<file path="src/rtl/gt_video_pkg.sv">
`default_nettype none
// ============================================================================
// gt_video_pkg : OUT-port field map, FSM states and channel quantizer
// Revision     : 1.0
// ============================================================================
package gt_video_pkg;

  localparam int OUT_R_LSB = 0;
  localparam int OUT_G_LSB = 2;
  localparam int OUT_B_LSB = 4;
  localparam int OUT_HS    = 6;
  localparam int OUT_VS    = 7;

  localparam logic [7:0] OUT_IDLE = 8'hC0;

  typedef enum logic [1:0] {
    ST_IDLE = 2'd0,
    ST_RUN  = 2'd1,
    ST_STOP = 2'd2
  } state_t;

  // 2x2 Bayer thresholds indexed by {v[0], h[0]}
  localparam logic [3:0][7:0] BAYER = {8'd16, 8'd48, 8'd32, 8'd0};

`ifdef GT_OUT_DITHER_EN
  function automatic logic [1:0] quant(input logic [7:0] x, input logic [1:0] idx);
    logic [8:0] s;
    s = {1'b0, x} + {1'b0, BAYER[idx]};
    return s[8] ? 2'b11 : s[7:6];
  endfunction
`else
  function automatic logic [1:0] quant(input logic [7:0] x);
    return 2'(x >> 6);
  endfunction
`endif

endpackage
`default_nettype wire

</file>
<file path="src/rtl/gt_video_timing.sv">
`default_nettype none
// ============================================================================
// gt_video_timing : h/v raster counters with region decodes
// Revision        : 1.0
// ============================================================================
module gt_video_timing #(
  parameter int H_ACTIVE = 640,
  parameter int H_FP     = 16,
  parameter int H_SYNC   = 96,
  parameter int H_BP     = 48,
  parameter int V_ACTIVE = 480,
  parameter int V_FP     = 10,
  parameter int V_SYNC   = 2,
  parameter int V_BP     = 33,
  parameter int HW       = $clog2(H_ACTIVE + H_FP + H_SYNC + H_BP),
  parameter int VW       = $clog2(V_ACTIVE + V_FP + V_SYNC + V_BP)
) (
  input  logic          clk,
  input  logic          rst_n,
  input  logic          advance,
  output logic [HW-1:0] h_cnt,
  output logic [VW-1:0] v_cnt,
  output logic          h_active,
  output logic          v_active,
  output logic          h_sync,
  output logic          v_sync,
  output logic          frame_last
);

  localparam logic [HW-1:0] H_ACT_END  = HW'(H_ACTIVE);
  localparam logic [HW-1:0] H_SYNC_BEG = HW'(H_ACTIVE + H_FP);
  localparam logic [HW-1:0] H_SYNC_END = HW'(H_ACTIVE + H_FP + H_SYNC);
  localparam logic [HW-1:0] H_LAST     = HW'(H_ACTIVE + H_FP + H_SYNC + H_BP - 1);
  localparam logic [VW-1:0] V_ACT_END  = VW'(V_ACTIVE);
  localparam logic [VW-1:0] V_SYNC_BEG = VW'(V_ACTIVE + V_FP);
  localparam logic [VW-1:0] V_SYNC_END = VW'(V_ACTIVE + V_FP + V_SYNC);
  localparam logic [VW-1:0] V_LAST     = VW'(V_ACTIVE + V_FP + V_SYNC + V_BP - 1);

  logic h_last;
  logic v_last;

  assign h_last     = (h_cnt == H_LAST);
  assign v_last     = (v_cnt == V_LAST);
  assign frame_last = h_last && v_last;
  assign h_active   = (h_cnt < H_ACT_END);
  assign v_active   = (v_cnt < V_ACT_END);
  assign h_sync     = (h_cnt >= H_SYNC_BEG) && (h_cnt < H_SYNC_END);
  assign v_sync     = (v_cnt >= V_SYNC_BEG) && (v_cnt < V_SYNC_END);

  // Counters are pinned at the frame origin whenever the generator is idle
  always_ff @(posedge clk or negedge rst_n) begin
    if (!rst_n) begin
      h_cnt <= '0;
      v_cnt <= '0;
    end else if (!advance) begin
      h_cnt <= '0;
      v_cnt <= '0;
    end else if (h_last) begin
      h_cnt <= '0;
      v_cnt <= v_last ? '0 : v_cnt + 1'b1;
    end else begin
      h_cnt <= h_cnt + 1'b1;
    end
  end

endmodule
`default_nettype wire

</file>
<file path="src/rtl/gt_out_video_gen.sv">
`default_nettype none
// ============================================================================
// gt_out_video_gen : RGB888 ready/valid source -> Gigatron OUT-port byte stream
// Optional 2x2 ordered dither when GT_OUT_DITHER_EN is defined.
// Revision         : 1.0
// ============================================================================
module gt_out_video_gen
  import gt_video_pkg::*;
#(
  parameter int H_ACTIVE = 640,
  parameter int H_FP     = 16,
  parameter int H_SYNC   = 96,
  parameter int H_BP     = 48,
  parameter int V_ACTIVE = 480,
  parameter int V_FP     = 10,
  parameter int V_SYNC   = 2,
  parameter int V_BP     = 33
) (
  input  logic       hdmi_pixel_clk,
  input  logic       rst_n,
  input  logic       enable,
  input  logic       pix_valid,
  input  logic [7:0] pix_r,
  input  logic [7:0] pix_g,
  input  logic [7:0] pix_b,
  output logic       pix_ready,
  input  logic       underflow_clr,
  output logic       underflow,
  output logic       frame_start,
  output logic [7:0] OUT
);

  localparam int HW = $clog2(H_ACTIVE + H_FP + H_SYNC + H_BP);
  localparam int VW = $clog2(V_ACTIVE + V_FP + V_SYNC + V_BP);

  state_t        state;
  logic          advance;
  logic [HW-1:0] h_cnt;
  logic [VW-1:0] v_cnt;
  logic          h_active, v_active, h_sync, v_sync, frame_last;
  logic          take;
  logic [7:0]    out_next;

  assign advance = (state != ST_IDLE);

  gt_video_timing #(
    .H_ACTIVE(H_ACTIVE), .H_FP(H_FP), .H_SYNC(H_SYNC), .H_BP(H_BP),
    .V_ACTIVE(V_ACTIVE), .V_FP(V_FP), .V_SYNC(V_SYNC), .V_BP(V_BP),
    .HW(HW), .VW(VW)
  ) u_timing (
    .clk        (hdmi_pixel_clk),
    .rst_n      (rst_n),
    .advance    (advance),
    .h_cnt      (h_cnt),
    .v_cnt      (v_cnt),
    .h_active   (h_active),
    .v_active   (v_active),
    .h_sync     (h_sync),
    .v_sync     (v_sync),
    .frame_last (frame_last)
  );

  assign pix_ready = advance && h_active && v_active;
  assign take      = pix_ready && pix_valid;

  always_comb begin
    out_next         = '0;
    out_next[OUT_HS] = ~h_sync;
    out_next[OUT_VS] = ~v_sync;
    if (take) begin
`ifdef GT_OUT_DITHER_EN
      out_next[OUT_R_LSB +: 2] = quant(pix_r, {v_cnt[0], h_cnt[0]});
      out_next[OUT_G_LSB +: 2] = quant(pix_g, {v_cnt[0], h_cnt[0]});
      out_next[OUT_B_LSB +: 2] = quant(pix_b, {v_cnt[0], h_cnt[0]});
`else
      out_next[OUT_R_LSB +: 2] = quant(pix_r);
      out_next[OUT_G_LSB +: 2] = quant(pix_g);
      out_next[OUT_B_LSB +: 2] = quant(pix_b);
`endif
    end
  end

  // STOP keeps scanning so the current frame always finishes intact
  always_ff @(posedge hdmi_pixel_clk or negedge rst_n) begin
    if (!rst_n) begin
      state       <= ST_IDLE;
      OUT         <= OUT_IDLE;
      frame_start <= 1'b0;
      underflow   <= 1'b0;
    end else begin
      case (state)
        ST_IDLE: if (enable) state <= ST_RUN;
        ST_RUN:  if (!enable) state <= ST_STOP;
        ST_STOP: begin
          if (enable)          state <= ST_RUN;
          else if (frame_last) state <= ST_IDLE;
        end
        default: state <= ST_IDLE;
      endcase

      OUT         <= advance ? out_next : OUT_IDLE;
      frame_start <= advance && (h_cnt == '0) && (v_cnt == '0);

      if (pix_ready && !pix_valid) underflow <= 1'b1;
      else if (underflow_clr)      underflow <= 1'b0;
    end
  end

endmodule
`default_nettype wire

</file>
<file path="config.mk">
export PLATFORM = sky130hd
export DESIGN_NAME = gt_out_video_gen
export DESIGN_NICKNAME = d
export VERILOG_FILES = /design/src/rtl/gt_video_pkg.sv /design/src/rtl/gt_video_timing.sv /design/src/rtl/gt_out_video_gen.sv
export SDC_FILE = /design/constraint.sdc
export NUM_CORES = 1
export LEC_CHECK = 0
export ABC_CLOCK_PERIOD_IN_PS = 1500
export BUFFER_PORTS_ARGS = -buffer_cell sky130_fd_sc_hd__buf_2
export CORE_AREA = 2 2 63 65
export DETAILED_ROUTE_END_ITERATION = 8
export DIE_AREA = 0 0 65 67
export PLACE_DENSITY = 0.72
export SETUP_SLACK_MARGIN = 0.5
export SLEW_MARGIN = 20
export SYNTH_ARGS = -nofsm -noshare
export SYNTH_HDL_FRONTEND = slang
export SYNTH_SLANG_ARGS = --single-unit
</file>
<file path="constraint.sdc">
create_clock -name hdmi_pixel_clk -period 1.5 [get_ports hdmi_pixel_clk]
set_input_delay 0 -clock hdmi_pixel_clk [delete_from_list [all_inputs] [get_ports hdmi_pixel_clk]]
set_output_delay 0 -clock hdmi_pixel_clk [all_outputs]
set_load 0.02 [all_outputs]
</file>
### After elaboration in Yosys (flattened, before gate mapping)

Index checks and enable logic that the tools add are counted.

* bits in registers: 32
* latch bits: 0
* bits in writable memories: 0
* bits in read-only memories: 0
* bits of input ports: 29
* output and inout port bits: 11
* memories kept: 0

* add/subtract/negate cells: 2
* multipliers: 0
* div/mod/pow operators: 0
* $lt $le $gt $ge: 6
* equal/unequal tests: 8
* shift-type cells: 0
* mux-type cells: 14
* bitwise logic cells: 2
* reductions and logical operators: 16

Operators by type and width (number)
* 10-bit 2-to-1 mux: 5
* 10-bit by 1-bit adder with 10-bit output, second input constant: 2
* 10-bit == test, second input constant: 2
* 10-bit zero test: 2
* 10-bit < comparator, second input constant: 2
* 10-bit by 9-bit < comparator with 1-bit output, second input constant: 2
* 10-bit >= comparator, second input constant: 1
* 10-bit by 9-bit >= comparator with 1-bit output, second input constant: 1
* 1-bit logical AND: 9
* 2-bit 2-to-1 mux: 4
* 8-bit 2-to-1 mux: 1
* 6-bit 2-to-1 mux: 1
* 2-bit one-hot mux with 3 select lines: 1
* 2-bit != test, second input constant: 2
* 2-bit nonzero test: 2
* 3-bit != test, second input constant: 1
* 3-bit AND reduction: 1
* 2-bit by 1-bit == test with 1-bit output, second input constant: 1
* 2-bit == test, second input constant: 1
* 2-bit zero test: 1
* 1-bit 2-to-1 mux: 2
* 2-bit by 1-bit != test with 1-bit output, second input constant: 1
* 1-bit inverter: 2
* 1-bit zero test: 1

### Logic depth before layout (Yosys ltp)

* depth after elaboration: 6
* gate-level depth with buffers: 7
* depth with buffers taken out: 6

### Cells and area by module

A second synthesis with hierarchy kept.

* cells, all modules: 157
* area, all modules: 1581.5 µm²

By module, submodules not included
* gt_video_timing: instances 1, cells an instance 118, area each 1113.6 µm², seq. area each 500.5 µm²
* gt_out_video_gen: instances 1, cells an instance 39, area each 467.9 µm², seq. area each 302.8 µm²

### Worst setup path after synthesis

No wires, ideal clock.

* path type: register to register
* start: register u_timing.h_cnt[0]
* end: register u_timing.v_cnt[8]
* library setup time: 0.079 ns
* data arrival time: 1.594 ns
* setup slack: -0.174 ns
* stages on the path, launching flop included: 8
* path buffers: 2
* clock period less this slack: 1.674 ns
* cells stage by stage: dfrtp_1 -> ha_1 -> and4_1 -> buf_2 -> a31o_2 -> buf_6 -> nand4_1 -> mux2i_1

* cells in the longest elaborated chain, start to end: 2

Ends and longest elaborated chain
* start, declared: line gt_video_timing.sv:21 `output logic [HW-1:0] h_cnt,`
* start signal, assigned: line gt_video_timing.sv:62 `h_cnt <= h_cnt + 1'b1;`
* 10-bit == test: line gt_video_timing.sv:42 `assign h_last = (h_cnt == H_LAST);`
* 2-bit by 1-bit != test with 1-bit output (no source line)
* end signal, assigned: line gt_video_timing.sv:60 `v_cnt <= v_last ? '0 : v_cnt + 1'b1;`
* end, declared: line gt_video_timing.sv:22 `output logic [VW-1:0] v_cnt,`

No other way between the ends.
A chain may end at the register's enable or synchronous reset.

### Final worst setup path

* start: register u_timing.h_cnt[5]
* end: register frame_start

* cells in the longest elaborated chain, start to end: 3

Ends and longest elaborated chain
* 10-bit zero test: line gt_out_video_gen.sv:102 `frame_start <= advance && (h_cnt == '0) && (v_cnt == '0);`
* 1-bit logical AND (2 in series): line gt_out_video_gen.sv:102
* end signal, assigned: line gt_out_video_gen.sv:102
* end, declared: line gt_out_video_gen.sv:29 `output logic frame_start,`

No other way between the ends.

==> key figures <==
Synth
  – Number of storage elements in the synthesis netlist: 32
  – Syn Nets: 198
  – EDFF count, synth: 0
  – Yosys top cell area share: 0.4545
  – Ranking of synthesized cells by instance count: dfrtp_1 (30), nor2_1 (13), nand3_1 (11)
  – Seq/Total Area, Yosys: 0.4864
  – Most common flop cell mapped by yosys: dfrtp_1
  – Synth Cell Area: between 1500 and 2000 um^2
  – Yosys warning count: 0
  – Syn Inst Count: around 170
  – Proportion of synthesized flip-flops having asynchronous set or reset: 1.000
  – Biggest area contributors in the synthesized netlist: dfrtp_1 (45%), and3_1 (3.4%), nand3_1 (3.3%), dfstp_2 (3.2%), ha_1 (3.0%)
  – Leading area contributor after synthesis: dfrtp_1
  – Yosys cell types: 43
  – Average cell area after synthesis: 10.01 um^2
  – Most frequent cell after synthesis: dfrtp_1

Clock tree
  – Clock-pin slew on the worst setup and hold paths: around 0.06 ns
  – Buffer cell driving the clock tree root: clkbuf_8
  – CTS Buffer Depth: 2
  – CTS tree: built
  – Clk_lat worst skew: about 0.28 ns
  – Inserted Clock Buffers: 5
  – Number of sinks on the clock net: 32
  – Htree depth: 2

Global routing
  – Initial antenna violation count: 0
  – Global route hottest layer: met2
  – Met2 track demand over resource in global routing: 0.5026
  – Number of global-route vias before repair: approximately 1.9k
  – M1 GR Usage: 0.3237
  – Total gr overflow: 0
  – Met3 Usage GRT: 0.08615
  – Wire length of the first global-routing pass: 9328 um
  – Overall global routing resource usage: 0.2951
  – Maximum number of pins on one net before global-route repair: 33

Timing
  – Setup skew after layout: between 0.008 and 0.009 ns
  – Crit share post-route: 1.080
  – Worst slew margin relative to its limit: 0.5218
  – Actual slew at the worst max-slew pin: 0.7172 ns
  – Worst path setup slack after routing: -0.1195 ns
  – Unrepaired setup endpoints after global routing: true
  – F_max: between 0.6 and 0.7 GHz
  – Time the final worst path needs with I/O delays and setup: approximately 1.6 ns
  – Post-route worst hold slack: 0.02188 ns
  – Finish-stage setup viols: 23
  – Count of endpoints failing hold in the final timing report: 0
  – Final-report max-slew violation count: 0

Floorplan
  – Die boundary width: roughly 65 um
  – Top-level I/O count: 40
  – Effective utilization at floorplan: 0.4580
  – Count of standard-cell rows: 22
  – Full die area: 4355 um^2
  – Die extent in y: ~67 um
  – Area of the placeable core: 3606 um^2

Worst setup path
  – Buf/Inv on CP: 1
  – Worst-path maximum fanout: 2
  – Category of the worst setup path capture point: register
  – Crit path max-delay cell type: or4_4
  – Startpoint of the worst-slack reg-to-reg timing path: u_timing.h_cnt[5]
  – Delay of the slowest cell on the worst path: 0.49 ns
  – Required time worst endpoint: ~1.7 ns
  – Critical Setup Path Class: reg -> reg
  – Cell family contributing the most delay on the critical path: simple AND/OR/NAND/NOR gates
  – Worst Reg2Reg Path Length in Cells: 4
  – Cell depth of the worst setup path: 4
  – Arrival time at the worst endpoint: 1.84 ns
  – CP Launch Type: register
  – Worst path cell trace: buf_6 -> or4_4 -> nor4_4 -> and4_1
  – Source of the critical timing path: u_timing.h_cnt[5]

Detailed routing
  – 1st-pass router iterations: 4
  – DRC marker count from the first detailed-route iteration: 128
  – Number of design rule violations left after detail routing: 0
  – Number of routed nets with antenna violations: 0
  – Via count normalized by instance count: approximately 5.9
  – Detailed Route WL: around 5700 um
  – Routed wirelength normalized by instance count: 19.63 um
  – Routed vias: approximately 1.7k

Placed design
  – Number of cells in the design after placement: between 200 and 300
  – Placed Area: around 2000 um^2
  – Port buffer count: 21
  – Final GP Congestion: roughly 0.9
  – Final HPWL DP: 2728 um

Finish
  – Antenna diode count: 0
  – Post-route cell area: between 2000 and 3000 um^2
  – Layout overhead on the synthesized area: 58.94%
  – Proportion of layout cells with a drive suffix above 1: 0.5062
  – Final #Nets: around 280
  – Final instance count without filler cells: 291

Flow run
  – Number of max-cap violations: 0

Pwr
  – Power per Cell Area: around 760 nW/um^2
  – Worst VDD drop: roughly 0.00047 V
  – Total design power: about 2.0 mW
  – Lkg Pwr: approximately 1.2 nW

Status
  – Failing checks: setup timing
  – Outcome: finished, violations left

Hold path
  – Worst min-delay path class: in -> reg
  – Hold Crit Depth: 2
  – Hold Path Origin: pix_valid
[kinds of logic after synthesis]
| group | count (synthesis) | synth area share |
|---|---|---|
| multiplexers | 3 | 0.01818 |
| AO/OA/AOI/OAI | 26 | 0.09320 |
| AND/OR/NAND/NOR | 79 | 0.2917 |
| flip-flops | 32 | 0.4864 |
| buffers and inverters | 14 | 0.04318 |
| XOR/XNOR | 7 | 0.03712 |
| adder cells (fa/ha/maj) | 4 | 0.03030 |
[cells in the final DEF, fill, tap and decap left out, types with 3 or more instances in the layout]
| cell | count |
|---|---|
| dfrtp_1 | 30 |
| buf_4 | 29 |
| buf_6 | 21 |
| buf_2 | 19 |
| nor2_1 | 9 |
| dlygate4sd3_1 | 9 |
| nand4_1 | 8 |
| nand3_1 | 7 |
| nand3_2 | 6 |
| and3_4 | 6 |
| inv_1 | 5 |
| nand2_1 | 5 |
| o21ai_1 | 5 |
| clkbuf_8 | 5 |
| xor2_1 | 4 |
| o21ai_0 | 3 |
| or3_1 | 3 |
| a21oi_2 | 3 |
| and3_1 | 3 |
| a21oi_1 | 3 |
| mux2i_1 | 3 |
| ha_1 | 3 |
[worst paths after layout]
path,endpoint,slack [ns]
hold / removal,underflow,0.02
setup reg to reg,frame_start,-0.12
hold reg to reg,underflow,0.55
min in group asynchronous,u_timing.h_cnt[7],0.34
max in group asynchronous,OUT[2],0.70
setup / recovery,frame_start,-0.12
[what timing repair did]
action	4_1_cts	5_1_grt
pin swaps	37	10
setup buffers	23	1
setup endpoints to repair	31	33
hold endpoints to repair	39	0
resized for setup	61	13
gates cloned	1	0
hold buffers	9	0
[power by group]
group	internal, mW	total (mW)	switching (mW)
logic	0.213	0.435	0.222
clock network	0.319	0.613	0.294
registers	0.906	0.943	0.0376
[flip-flops by register name, summed over array words and instances, names as in the netlist]
name and cells:
frame_start 1, underflow 1, state 2, u_timing.v_cnt 10, OUT 8, u_timing.h_cnt 10
[routing by layer]
layer	share of wire	vias to the layer above
met4	0.028	0
met2	0.50	110
li1	-	756
met5	0	-
met1	0.39	838
met3	0.075	20
[layout make-up]
class | count | area, um^2
clock buffer | 7 | 76.32
fill | 194 | 980.9
inverter | 6 | 22.52
multi-input combinational | 120 | 1023
sequential | 32 | 803.3
tap | 48 | 60.06
timing repair buffer | 78 | 639.4
[per-stage QoR]
stage / setup WS [ns] / utilization / TNS (ns)
floorplan: -0.08449 / - / -0.1102
global placement: -0.1252 / 0.5503 / -0.2555
detailed placement: -0.1905 / 0.5503 / -0.5706
CTS: -0.07412 / 0.7124 / -0.2238
global route: -0.1643 / 0.7280 / -2.396
finish: -0.1195 / 0.7280 / -1.125
(Power assumes the default switching activity.)
